===== config.mk =====
export PLATFORM = sky130hd
export DESIGN_NAME = kernel_host_driver
export DESIGN_NICKNAME = d
export VERILOG_FILES = /design/src/rtl/kernel_host_pkg.sv /design/src/rtl/kernel_host_timer.sv /design/src/rtl/kernel_host_driver.sv
export SDC_FILE = /design/constraint.sdc
export NUM_CORES = 1
export LEC_CHECK = 0
export BUFFER_PORTS_ARGS = -buffer_cell sky130_fd_sc_hd__clkbuf_2
export CORE_AREA = 4 4 204 206
export CTS_CLUSTER_SIZE = 8
export DETAILED_ROUTE_END_ITERATION = 12
export DIE_AREA = 0 0 208 210
export SYNTH_ARGS = -nofsm -noshare
export SYNTH_HDL_FRONTEND = slang
export SYNTH_SLANG_ARGS = --single-unit
export TNS_END_PERCENT = 20

===== constraint.sdc =====
create_clock -name clk -period 3.1 [get_ports clk]
set_input_delay 0.155 -clock clk [delete_from_list [all_inputs] [get_ports clk]]
set_output_delay 0.155 -clock clk [all_outputs]
set_load 0.01 [all_outputs]

===== src/rtl/kernel_host_pkg.sv =====
// rtl/kernel_host_pkg.sv - shared types and constants for the kernel host driver
package kernel_host_pkg;

  localparam int DATA_W = 64;

  typedef enum logic [2:0] {
    IDLE,
    LOAD,
    START,
    RUN,
    RB_ISSUE,
    RB_WAIT,
    RB_HOLD,
    RESP
  } state_e;

  typedef struct packed {
    logic [DATA_W-1:0] result;
    logic              timeout;
  } rsp_t;

endpackage


===== src/rtl/kernel_host_timer.sv =====
// rtl/kernel_host_timer.sv - saturating RUN-cycle counter with timeout detect
module kernel_host_timer
  import kernel_host_pkg::*;
#(
  parameter int TIMEOUT = 1024,
  parameter int CNT_W   = 11
) (
  input  logic clk,
  input  logic rst_n,
  input  logic clr,
  input  logic en,
  output logic hit
);

  logic [CNT_W-1:0] cnt_q;

  // Count enabled cycles, holding at TIMEOUT once reached.
  always_ff @(posedge clk) begin
    if (!rst_n || clr) begin
      cnt_q <= '0;
    end else if (en && cnt_q != CNT_W'(TIMEOUT)) begin
      cnt_q <= cnt_q + CNT_W'(1);
    end
  end

  // Asserted during the TIMEOUT-th enabled cycle, so the job aborts after exactly TIMEOUT RUN cycles.
  assign hit = en && (cnt_q >= CNT_W'(TIMEOUT - 1));

endmodule


===== src/rtl/kernel_host_driver.sv =====
// rtl/kernel_host_driver.sv - job sequencer around the generated main kernel
module kernel_host_driver
  import kernel_host_pkg::*;
#(
  parameter int ADDR_W  = 1,
  parameter int DEPTH   = 1,
  parameter int TIMEOUT = 1024,
  parameter int CNT_W   = 11
) (
  input  logic              clk,
  input  logic              rst_n,
  input  logic              cmd_valid,
  output logic              cmd_ready,
  input  logic [DATA_W-1:0] cmd_init,
  input  logic              cmd_preload,
  input  logic              ld_valid,
  output logic              ld_ready,
  input  logic [DATA_W-1:0] ld_data,
  output logic              rb_valid,
  input  logic              rb_ready,
  output logic [DATA_W-1:0] rb_data,
  output logic              rb_last,
  output logic              rsp_valid,
  input  logic              rsp_ready,
  output logic [DATA_W-1:0] rsp_result,
  output logic              rsp_timeout,
  output logic              k_r_enable,
  output logic [DATA_W-1:0] k_init_i,
  output logic              k_controlArr,
  output logic              k_wen,
  output logic [ADDR_W-1:0] k_addr,
  output logic [DATA_W-1:0] k_wdata,
  input  logic [DATA_W-1:0] k_rdata,
  input  logic              k_w_enable,
  input  logic [DATA_W-1:0] k_result
);

  // One extra index bit so DEPTH == 2**ADDR_W never wraps before the end test.
  localparam int IDX_W = ADDR_W + 1;

  state_e            state_q, state_d;
  logic [IDX_W-1:0]  idx_q;
  logic [DATA_W-1:0] init_q;
  logic [DATA_W-1:0] rb_data_q;
  logic              rb_last_q;
  rsp_t              rsp_q;

  logic cmd_fire, ld_fire, rb_fire, rsp_fire;
  logic idx_end, timer_hit;

  assign idx_end = (idx_q == IDX_W'(DEPTH - 1));

  kernel_host_timer #(
    .TIMEOUT (TIMEOUT),
    .CNT_W   (CNT_W)
  ) u_timer (
    .clk   (clk),
    .rst_n (rst_n),
    .clr   (cmd_fire),
    .en    (state_q == RUN),
    .hit   (timer_hit)
  );

  // State register.
  always_ff @(posedge clk) begin
    if (!rst_n) begin
      state_q <= IDLE;
    end else begin
      state_q <= state_d;
    end
  end

  // Next-state and handshake/kernel strobes; w_enable takes priority over timeout in RUN.
  always_comb begin
    state_d      = state_q;
    cmd_fire     = 1'b0;
    ld_fire      = 1'b0;
    rb_fire      = 1'b0;
    rsp_fire     = 1'b0;
    cmd_ready    = 1'b0;
    ld_ready     = 1'b0;
    rb_valid     = 1'b0;
    rsp_valid    = 1'b0;
    k_r_enable   = 1'b0;
    k_controlArr = 1'b0;
    k_wen        = 1'b0;
    k_wdata      = '0;
    case (state_q)
      IDLE: begin
        // Gated by rst_n so ready stays low while reset is held.
        cmd_ready = rst_n;
        if (cmd_valid && rst_n) begin
          cmd_fire = 1'b1;
          state_d  = cmd_preload ? LOAD : START;
        end
      end
      LOAD: begin
        k_controlArr = 1'b1;
        ld_ready     = 1'b1;
        if (ld_valid) begin
          ld_fire = 1'b1;
          k_wen   = 1'b1;
          k_wdata = ld_data;
          if (idx_end) state_d = START;
        end
      end
      START: begin
        k_r_enable = 1'b1;
        state_d    = RUN;
      end
      RUN: begin
        if (k_w_enable)     state_d = RB_ISSUE;
        else if (timer_hit) state_d = RESP;
      end
      RB_ISSUE: begin
        k_controlArr = 1'b1;
        state_d      = RB_WAIT;
      end
      RB_WAIT: begin
        k_controlArr = 1'b1;
        state_d      = RB_HOLD;
      end
      RB_HOLD: begin
        k_controlArr = 1'b1;
        rb_valid     = 1'b1;
        if (rb_ready) begin
          rb_fire = 1'b1;
          state_d = rb_last_q ? RESP : RB_ISSUE;
        end
      end
      RESP: begin
        rsp_valid = 1'b1;
        if (rsp_ready) begin
          rsp_fire = 1'b1;
          state_d  = IDLE;
        end
      end
      default: state_d = IDLE;
    endcase
  end

  // Job datapath: init value, array index, readback word and response.
  always_ff @(posedge clk) begin
    if (!rst_n) begin
      idx_q     <= '0;
      init_q    <= '0;
      rb_data_q <= '0;
      rb_last_q <= 1'b0;
      rsp_q     <= '0;
    end else begin
      if (cmd_fire) begin
        init_q <= cmd_init;
        idx_q  <= '0;
      end
      if (ld_fire || (rb_fire && !rb_last_q)) begin
        idx_q <= idx_q + IDX_W'(1);
      end
      if (state_q == RUN) begin
        if (k_w_enable) begin
          rsp_q.result <= k_result;
          idx_q        <= '0;
        end else if (timer_hit) begin
          rsp_q.result  <= '0;
          rsp_q.timeout <= 1'b1;
        end
      end
      if (state_q == RB_WAIT) begin
        rb_data_q <= k_rdata;
        rb_last_q <= idx_end;
      end
      if (rsp_fire) begin
        rsp_q.timeout <= 1'b0;
      end
    end
  end

  assign k_init_i    = init_q;
  assign k_addr      = idx_q[ADDR_W-1:0];
  assign rb_data     = rb_data_q;
  assign rb_last     = rb_last_q;
  assign rsp_result  = rsp_q.result;
  assign rsp_timeout = rsp_q.timeout;

endmodule

==> summary.txt <==
I/O Buffers = 529
Chip width = 208 um
Vias in the first global route = 9580
Clock Latency Late Sink = 0.54 ns
Peak VDD IR = 0.4254 mV
Vias per std cell = 4.312
RSZ-0062 raised after global routing = false
Pwr dens = 551.2 mW/mm2
Final worst path period need = 2.548 ns
Max Fclk = 0.3924 GHz
Clk buf depth = 3
Die H = 210 um
Netlist cell types = 44
Initial core utilization = 20.77%
Core Box Area = 0.03964 mm2
Synth Instances = 1050
Yosys warnings = 0
Post-synth ARST share = 0%
Fin nets = 2000
Setup TNS = 0 ns
Grt ovf = 0
DR vias = 9758
Syn_area_per_cell = 7.841 um2
Drt wl/cell = 14.86 um
CP endpoint kind = output pin
Layout Skew = 0.01549 ns
Clk slew on worst S/H paths = 0.05 ns
Status = finished, final reports clean
Area Overhead vs Synth = 70.41%
Ys flop type = dfxtp_1
Routed Antenna Nets = 0
Die area = 0.04368 mm2
CP required = 2.94 ns
H-tree Lvls = 1
CTS tree = built
Final Setup Violations = 0
GR Util All Layers = 13.96%
Final total power = 7733 uW
Yosys reg bits = 210
Least-Margin Pin Slew = 0.7315 ns
Total routed wirelength = 33630 um
Fill cells = 4000
Post-CTS setup buffers = 0
Syn Nets = 1317
Clk sinks = 210
Row Count = 73
Seq/Total Area, Yosys = 51.06%
CP startpoint kind = flip-flop
Synthesized area = 0.008233 mm2
First-pass iteration count of the detailed router = 5
CP max FO = 65
Data arrival, critical path = 2.39 ns
Commonest cells after routing, fill and taps aside = 529 x clkbuf_2, 334 x nand2_1, 210 x dfxtp_1, 194 x dlygate4sd3_1, 137 x a21oi_1
Most common cell after layout, fill and taps aside = clkbuf_2
Post-DP HPWL = 23210 um
Leak pwr = 0.006526 uW
Final-report hold violation count = 0
Pin count of the biggest net entering global routing = 66
Worst hold path class = in2reg
Starting DRT DRC Count = 627
Residual DRC = 0
Final max-slew violation count = 0
IO Pins = 530
Total CTS buffers = 30
Share of cells above drive strength 1 = 33.78%
Global-route wire length before repair = 50960 um
Root Driver = clkbuf_16
Initial antenna violation count = 2
Routability cong. = 0.9379
Slew HR = 51.23%
CP Class = reg2out
Final worst-path cycle share = 82.20%
Post-synth EDFFs = 0
Max-Cap Viols = 0
## per-stage QoR
stage                     setup WS (ns)  instances  hold slack [ns]  area (um2)  utilization (%)
after floorplan                   1.475       1050           0.2516        8233                -
after global placement           0.9898       2032           0.3371       11280            28.46
after detailed placement         0.9039       2032           0.3419       11280            28.46
after CTS                        0.5497       2260         0.004068       14020            35.37
after global routing             0.3880       2262          0.04445       14030            35.39
final                            0.5518       2263          0.04176       14030            35.39
## where the power goes
group	internal [uW]	total (uW)	switching [uW]
clock	1760	2860	1100
sequential	2960	3130	173
combinational	760	1740	982
total	5480	7730	2250
## layer usage
| layer | up-vias | GRT usage [%] | part of all wire [%] |
|---|---|---|---|
| met5 | - | 0 | 0 |
| met4 | 0 | 4.757 | 3.0 |
| met3 | 71 | 3.676 | 7.3 |
| met2 | 404 | 23.94 | 48 |
| met1 | 4479 | 17.10 | 42 |
| li1 | 4804 | - | - |
## kinds of logic (layout without fill, tap and decap cells)
logic type	after synthesis	after routing	synth area share, %
simple gates	514	514	27.89
compound gates	221	221	14.27
fa+ha+maj	3	3	0.4560
buf+inv	92	777	5.198
mux	4	4	0.4863
flops	210	210	51.06
xor+xnor	6	6	0.6383
other cells	0	3	0
## state kept, by name (all words and copies together), names as in the netlist
register and count:
rb_last 1, state_q 3, k_init_i 64, u_timer.cnt_q 11, rsp_result 64, rb_data 64, rsp_timeout 1, idx_q 2
## final timing paths
path	startpoint	end	slack, ns	cells past startpoint
max	state_q[0]$_SDFFE_PN0P_	k_wdata[57]	0.55	4
min	rb_ready	state_q[2]$_SDFFE_PN0P_	0.04	4
max reg2reg	state_q[0]$_SDFFE_PN0P_	rsp_result[49]$_SDFFE_PN0P_	0.82	5
min reg2reg	rb_data[63]$_SDFFE_PN0P_	rb_data[63]$_SDFFE_PN0P_	0.45	2
## Yosys cell counts, drive strengths merged (3+ instances only)
cell type / instances / area [um2]
ha: 3 / 37.54
nand2: 335 / 1257
a211oi: 3 / 22.52
o211ai: 3 / 22.52
and2: 67 / 419.2
o21ai: 70 / 350.3
clkbuf: 41 / 153.9
nand3: 72 / 360.4
a21oi: 137 / 685.7
xor2: 5 / 43.79
mux2i: 4 / 40.04
nand4: 3 / 25.02
inv: 8 / 30.03
nor2b: 4 / 25.02
nor2: 14 / 52.55
or3: 5 / 31.28
dfxtp: 210 / 4204
buf: 43 / 244.0
## what timing repair did
item,4_1_cts,5_1_grt
endpoints found under the hold margin,195,0
hold buffers,194,0
gates resized for setup,0,0
## layout make-up
cell class	count	area, um2	share of cell area (%)
clock buffers	33	793.3	5.654
inverters	8	32.53	0.2319
diodes	3	7.507	0.05351
well taps	525	656.9	4.682
multi-input cells	748	3613	25.76
flip-flops and latches	210	4204	29.97
repair buffers	735	4717	33.62
clock inverters	1	5.005	0.03567
## worst max-delay path: stages (launching register included)
cell	delay [ns]
dfxtp_1	0.69
and4bb_1	0.30
buf_4	0.42
and2_1	0.25
clkbuf_2	0.15
Note: power is estimated with default switching activity, not from simulation.
